===== src/rtl/ac_motor_pkg.sv =====
// Shared definitions for the AC motor blocks: the 12-bit frequency/amplitude
// width and the 3-bit FSM state encodings, which are also visible on the
// debug state port.
package ac_motor_pkg;

   localparam int AMP_W = 12;
   localparam logic [AMP_W-1:0] AMP_MAX = {AMP_W{1'b1}};

   localparam logic [2:0] ST_IDLE  = 3'd0;
   localparam logic [2:0] ST_RAMP  = 3'd1;
   localparam logic [2:0] ST_RUN   = 3'd2;
   localparam logic [2:0] ST_STOP  = 3'd3;
   localparam logic [2:0] ST_FAULT = 3'd4;

endpackage


===== src/rtl/ac_motor_vf_map.sv =====
// V/f mapping: u = min(4095, (frequency * VF_NUM) >> 8), with the product
// kept at 21 bits so no term is lost before saturation.
// Optional feature: define AC_MOTOR_VF_BOOST_EN to add U_BOOST to the
// amplitude whenever frequency is non-zero (saturating at 4095).
module ac_motor_vf_map
   import ac_motor_pkg::*;
#(
   parameter int unsigned VF_NUM  = 256
`ifdef AC_MOTOR_VF_BOOST_EN
   ,
   parameter int unsigned U_BOOST = 128
`endif
) (
   input  logic [AMP_W-1:0] frequency,
   output logic [AMP_W-1:0] u_map
);

   localparam logic [8:0] VF_GAIN = 9'(VF_NUM);

   logic [20:0] product;
   logic [13:0] scaled;

   // Multiply, drop the implicit /256, optionally boost, then saturate.
   always_comb begin
      product = 21'(frequency) * 21'(VF_GAIN);
      scaled  = 14'(product >> 8);
`ifdef AC_MOTOR_VF_BOOST_EN
      if (frequency != '0) begin
         scaled = scaled + 14'(U_BOOST);
      end
`endif
      u_map = (scaled > 14'(AMP_MAX)) ? AMP_MAX : scaled[AMP_W-1:0];
   end

endmodule


===== src/rtl/ac_motor_ramp_control.sv =====
// Frequency ramp controller for an AC motor drive. Ramps the output frequency
// toward f_target in F_STEP increments every RAMP_DIV clocks, ramps down to
// zero on stop, and drops to zero immediately on fault. The amplitude u_str
// follows frequency through the V/f map, one cycle behind.
// Optional feature: AC_MOTOR_VF_BOOST_EN enables a low-speed voltage boost.
module ac_motor_ramp_control
   import ac_motor_pkg::*;
#(
   parameter int unsigned RAMP_DIV = 1000,
   parameter int unsigned F_STEP   = 1,
   parameter int unsigned VF_NUM   = 256
`ifdef AC_MOTOR_VF_BOOST_EN
   ,
   parameter int unsigned U_BOOST  = 128
`endif
) (
   input  logic             clk,
   input  logic             reset,
   input  logic             start,
   input  logic             stop,
   input  logic             fault,
   input  logic [AMP_W-1:0] f_target,
   output logic [AMP_W-1:0] frequency,
   output logic [AMP_W-1:0] u_str,
   output logic             running,
   output logic [2:0]       state
);

   localparam int TICK_W = (RAMP_DIV > 1) ? $clog2(RAMP_DIV) : 1;
   localparam logic [TICK_W-1:0] TICK_LAST = TICK_W'(RAMP_DIV - 1);
   localparam logic [AMP_W:0]    STEP      = (AMP_W + 1)'(F_STEP);

   logic [2:0]        state_nxt;
   logic [AMP_W-1:0]  freq_nxt;
   logic [TICK_W-1:0] tick;
   logic [TICK_W-1:0] tick_nxt;
   logic [AMP_W-1:0]  toward;
   logic [AMP_W-1:0]  down0;
   logic [AMP_W-1:0]  u_map;
   logic [AMP_W:0]    freq_w;
   logic [AMP_W:0]    tgt_w;

   ac_motor_vf_map #(
      .VF_NUM    (VF_NUM)
`ifdef AC_MOTOR_VF_BOOST_EN
      ,
      .U_BOOST   (U_BOOST)
`endif
   ) u_vf_map (
      .frequency (frequency),
      .u_map     (u_map)
   );

   // One ramp step toward the target (clamped) and one step toward zero.
   always_comb begin
      freq_w = {1'b0, frequency};
      tgt_w  = {1'b0, f_target};
      if (freq_w < tgt_w) begin
         toward = (freq_w + STEP >= tgt_w) ? f_target : AMP_W'(freq_w + STEP);
      end else begin
         toward = (freq_w >= tgt_w + STEP) ? AMP_W'(freq_w - STEP) : f_target;
      end
      down0 = (freq_w > STEP) ? AMP_W'(freq_w - STEP) : '0;
   end

   // Next-state, next-frequency and tick logic; priority fault > stop > start.
   always_comb begin
      // NOTE: every variable gets a default first so no path can infer a latch.
      state_nxt = state;
      freq_nxt  = frequency;
      tick_nxt  = '0;
      if (fault) begin
         state_nxt = ST_FAULT;
         freq_nxt  = '0;
      end else begin
         case (state)
            ST_IDLE: begin
               if (start && !stop) state_nxt = ST_RAMP;
            end
            ST_RAMP: begin
               if (stop || !start) begin
                  state_nxt = ST_STOP;
               end else if (frequency == f_target) begin
                  state_nxt = ST_RUN;
               end else if (tick == TICK_LAST) begin
                  freq_nxt = toward;
                  if (toward == f_target) state_nxt = ST_RUN;
               end else begin
                  tick_nxt = tick + 1'b1;
               end
            end
            ST_RUN: begin
               if (stop || !start)             state_nxt = ST_STOP;
               else if (f_target != frequency) state_nxt = ST_RAMP;
            end
            ST_STOP: begin
               if (start && !stop) begin
                  state_nxt = ST_RAMP;
               end else if (frequency == '0) begin
                  state_nxt = ST_IDLE;
               end else if (tick == TICK_LAST) begin
                  freq_nxt = down0;
               end else begin
                  tick_nxt = tick + 1'b1;
               end
            end
            ST_FAULT: begin
               if (!start) state_nxt = ST_IDLE;
            end
            default: begin
               state_nxt = ST_IDLE;
               freq_nxt  = '0;
            end
         endcase
      end
   end

   // State, frequency, tick and amplitude registers with async reset.
   always_ff @(posedge clk or posedge reset) begin
      if (reset) begin
         state     <= ST_IDLE;
         frequency <= '0;
         tick      <= '0;
         u_str     <= '0;
      end else begin
         // NOTE: non-blocking assignments so every register samples pre-edge values.
         state     <= state_nxt;
         frequency <= freq_nxt;
         tick      <= tick_nxt;
         u_str     <= (state_nxt == ST_IDLE || state_nxt == ST_FAULT) ? '0 : u_map;
      end
   end

   // Switch control is enabled only while the motor is being driven.
   always_comb begin
      running = (state == ST_RAMP) || (state == ST_RUN);
   end

endmodule


===== config.mk =====
export PLATFORM = sky130hd
export DESIGN_NAME = ac_motor_ramp_control
export DESIGN_NICKNAME = d
export VERILOG_FILES = /design/src/rtl/ac_motor_pkg.sv /design/src/rtl/ac_motor_vf_map.sv /design/src/rtl/ac_motor_ramp_control.sv
export SDC_FILE = /design/constraint.sdc
export NUM_CORES = 1
export LEC_CHECK = 0
export ABC_AREA = 1
export BUFFER_PORTS_ARGS = -buffer_cell sky130_fd_sc_hd__buf_2
export CAP_MARGIN = 20
export CORE_ASPECT_RATIO = 0.9
export CORE_MARGIN = 1.5
export CORE_UTILIZATION = 30
export CTS_CLUSTER_DIAMETER = 200
export DETAILED_ROUTE_END_ITERATION = 8
export PLACE_DENSITY = 0.53
export SETUP_SLACK_MARGIN = 0.2
export SYNTH_ARGS = -nofsm -noshare
export SYNTH_HDL_FRONTEND = slang
export SYNTH_SLANG_ARGS = --single-unit

===== constraint.sdc =====
create_clock -name clk -period 4.08 [get_ports clk]
set_input_delay 0.612 -clock clk [delete_from_list [all_inputs] [get_ports clk]]
set_output_delay 0.612 -clock clk [all_outputs]
set_load 0.05 [all_outputs]

==> reports/qor.tcl <==
set qor(crit_top_cell) {sky130_fd_sc_hd__nand2_1}
set qor(status) {complete, no violations}
set qor(fin_worst_hold_slack_ns) 0.434
set qor(final.min_clock_period_ns) 3.81
set qor(layout_common_cells) {sky130_fd_sc_hd__nand2_1, sky130_fd_sc_hd__nand3_1, sky130_fd_sc_hd__inv_1, sky130_fd_sc_hd__nor2_1, sky130_fd_sc_hd__buf_4}
set qor(ff2ff_path_depth) 27
set qor(nNetsFinal) 834
set qor(portBuffers) 44
set qor(number_of_antenna_violations_at_the_first_check_in_global_routing) 0
set qor(max-cap-violations) 0
set qor(clkSinkCount) 37
set qor(final-hold-violation-count) 0
set qor(postCtsHoldBufs) 0
set qor(ys_dominant_reg_cell) {sky130_fd_sc_hd__dfrtp_1}
set qor(synth_async_sr_flop_share_pct) 100
set qor(min_period_over_period_pct) 93.5
set qor(timing.rr.end) {u_str[0]$_DFF_PP0_}
set qor(synthesized_area_per_cell_um2) 6.38
set qor(fp.dieArea_mm2) 0.0150
set qor(clockBufferDepth) 2
set qor(postSynthNetCount) 731
set qor(timing.final.max_slew_violations) 0
set qor(yosysWarnings) 0
set qor(reg2reg_setup_slack_ns) 0.37
set qor(critPathMaxFanout) 8
set qor(synth_fa_ha_area_share_pct) 11.9
set qor(post-layout-total-power_w) 0.000958
set qor(fin_worst_skew_ns) 0.00564
set qor(synth_enable_flop_cells) 0
set qor(initial_utilization_pct) 30.7
set qor(clkTransAtPathRegs_ns) 0.06
set qor(grt_overflow) 0
set qor(synth_sequential_area_ratio_pct) 21.6
set qor(end_kind) {register}
set qor(clock_tree.htree_level_count) 2
set qor(final-setup-viol-count) 0
set qor(drt_iter0_markers) 341
set qor(post_dp_hpwl_um) 11000
set qor(stdcell_count) 970
set qor(die_w_um) 129
set qor(syn_inst) 673
set qor(tritoncts) {done}
set qor(pre_cts_ws_ns) -0.218
set qor(yosysUniqueCellTypes) 37
set qor(core_mm2) 0.0140
set qor(drt-vias-per-instance) 4.95
set qor(areaGrowthSynthToFinish_pct) 33.8
set qor(drt.antenna.violating_nets) 0
set qor(fin_util_pct) 41.0
set qor(measured_slew_at_the_worst_slew_check_pin_ns) 0.562
set qor(synth_xor_xnor_area_share_pct) 5.71
set qor(cts.root.buffer_cell) {sky130_fd_sc_hd__clkbuf_16}
set qor(start_kind) {input port}
set qor(tritoncts.num_buffers) 5
set qor(detailed_router_iteration_count_before_antenna_repair) 5
set qor(post_synth_instance_area_mm2) 0.00430
set qor(die-height_um) 117
set qor(final_weighted_congestion_of_routability_driven_global_placement) 0.864
set qor(finalWorstSetupSlack_ns) 0.267
set qor(cp-startpoint) {f_target[1]}
set qor(cp_data_required_time_ns) 4.24
set qor(power-per-cell-area_mw_per_mm2) 167
set qor(critPathKind) {in2reg}
set qor(timing.critical_path.slowest_stage_cell) {sky130_fd_sc_hd__ha_1}
set qor(critical-path-max-stage-delay_ns) 0.34
set qor(crit-reg2reg-launch) {frequency[6]$_DFFE_PP0P_}
set qor(hold_class) {in2async}
set qor(slew-limit-headroom_pct) 62.5
set qor(ir_drop_uv) 129
set qor(grt_start_max_net_pins) 38
set qor(endpoint) {u_str[0]$_DFF_PP0_}
set qor(rsz0062_at_grt) {yes}
set qor(route.vias.total) 4800
set qor(routedWlPerCell_um) 14.9
set qor(synth.mux.area_fraction_pct) 0
set qor(drive_gt1_share_pct) 26.5
set qor(clkLatencyLatePin_ns) 0.28
set qor(total_routed_wirelength_um) 14500
set qor(yosys_register_bits) 37
set qor(groute.usage.overall_pct) 19.1
set qor(synth-simple-area-share_pct) 42.2
set qor(antenna_cells_inserted) 0
set qor(power.static_leakage_nw) 3.04
set qor(combinational_family_with_the_most_area_after_synthesis) {simple AND/OR/NAND/NOR gates}
set qor(design.portCount) 45
set qor(dp_cells) 951
set qor(synth_compound_gate_area_share_pct) 8.59
set qor(floorplan.rows) 41
set qor(achievable_frequency_mhz) 262
set qor(drc) 0
set qor(most_common_cell_after_layout_fill_and_taps_aside) {sky130_fd_sc_hd__nand2_1}
set qor(grt_pass1_vias) 4319
set qor(critical_path_arrival_ns) 3.97
set qor(grt_first_pass_wirelength_um) 22600
==> cell type report <==
| cell class | instances | area, µm² |
|---|---|---|
| clock inverter | 3 | 46.3 |
| clock buffer | 5 | 125 |
| tap | 193 | 241 |
| multi-input combinational | 536 | 3240 |
| inverter | 84 | 323 |
| sequential | 37 | 926 |
| fill | 1473 | 8260 |
| timing repair buffer | 112 | 847 |
==> critical path: cells and delay by family <==
kind / cells / cell delay (ns)
AOI/OAI and AO/OA: 1 / 0.07
and+or+nand+nor: 20 / 1.93
xor gates and xnor gates: 1 / 0.09
adders and majority gates: 1 / 0.34
buffers and inverters: 9 / 0.93
==> sequential cells by signal, summed over array words and instances (netlist names) <==
name and cells:
u_str 12, state 3, tick 10, frequency 12
==> Yosys cell counts (5+ instances only) <==
cell                       count  share of area, %
sky130_fd_sc_hd__clkbuf_1      5              0.44
sky130_fd_sc_hd__inv_1        78               6.8
sky130_fd_sc_hd__inv_2         6              0.52
sky130_fd_sc_hd__o21ai_0      26               3.0
sky130_fd_sc_hd__a21oi_1      15               1.7
sky130_fd_sc_hd__nand2_2       5              0.73
sky130_fd_sc_hd__nor3_1        9               1.0
sky130_fd_sc_hd__a21oi_2       9               1.8
sky130_fd_sc_hd__ha_1         41                12
sky130_fd_sc_hd__nand4_1       6              0.87
sky130_fd_sc_hd__nor2_1       63               5.5
sky130_fd_sc_hd__nand2_1     178                16
sky130_fd_sc_hd__dfrtp_1      37                22
sky130_fd_sc_hd__xor2_1       25               5.1
sky130_fd_sc_hd__buf_2         8              0.93
sky130_fd_sc_hd__nand3_1     123                14
==> what timing repair did <==
action                                  4_1_cts  5_1_grt
endpoints found under the setup margin       13       14
buffers inserted                              0        6
pin swaps                                     1       22
gates cloned                                  1        4
resized for setup                             7       66
==> cells by family (layout without fill, tap and decap cells) <==
| kind of cell | Yosys count | count (layout) |
|---|---|---|
| simple gates | 402 | 405 |
| buf+inv | 103 | 204 |
| compound gates | 62 | 62 |
| fa+ha+maj | 41 | 41 |
| flops | 37 | 37 |
| xor+xnor | 28 | 28 |
==> through the flow <==
| stage | setup TNS [ns] | area (µm²) |
|---|---|---|
| after floorplan | 0 | 4300 |
| after global placement | -1.36 | 5130 |
| after detailed placement | -2.41 | 5130 |
| after CTS | 0 | 5350 |
| after global routing | -0.203 | 5750 |
| final | 0 | 5750 |
==> where the power goes <==
part | switching [W] | internal [W] | total (W)
combinational | 0.0000950 | 0.0000553 | 0.000150
clock | 0.000149 | 0.000289 | 0.000438
sequential | 0.00000102 | 0.000368 | 0.000369
total | 0.000245 | 0.000712 | 0.000958
==> metal layers <==
layer	vias to the layer above	routed length (µm)	global-route usage [%]
met1	2201	7160	28.0
li1	2426	-	-
met5	-	0	0
met2	148	6220	29.6
met4	0	393	5.17
met3	25	718	2.29
==> how the worst min path moves through the flow <==
stage / end / slack (ns) / cells after the start
detailed placement: tick[0]$_DFF_PP0_ / 0.46 / 1
global placement: tick[0]$_DFF_PP0_ / 0.45 / 1
global route: u_str[1]$_DFF_PP0_ / 0.50 / 3
finish: tick[3]$_DFF_PP0_ / 0.43 / 3
CTS: u_str[2]$_DFF_PP0_ / 0.45 / 3
floorplan: tick[0]$_DFF_PP0_ / 0.43 / 1
(Power assumes the default switching activity.)
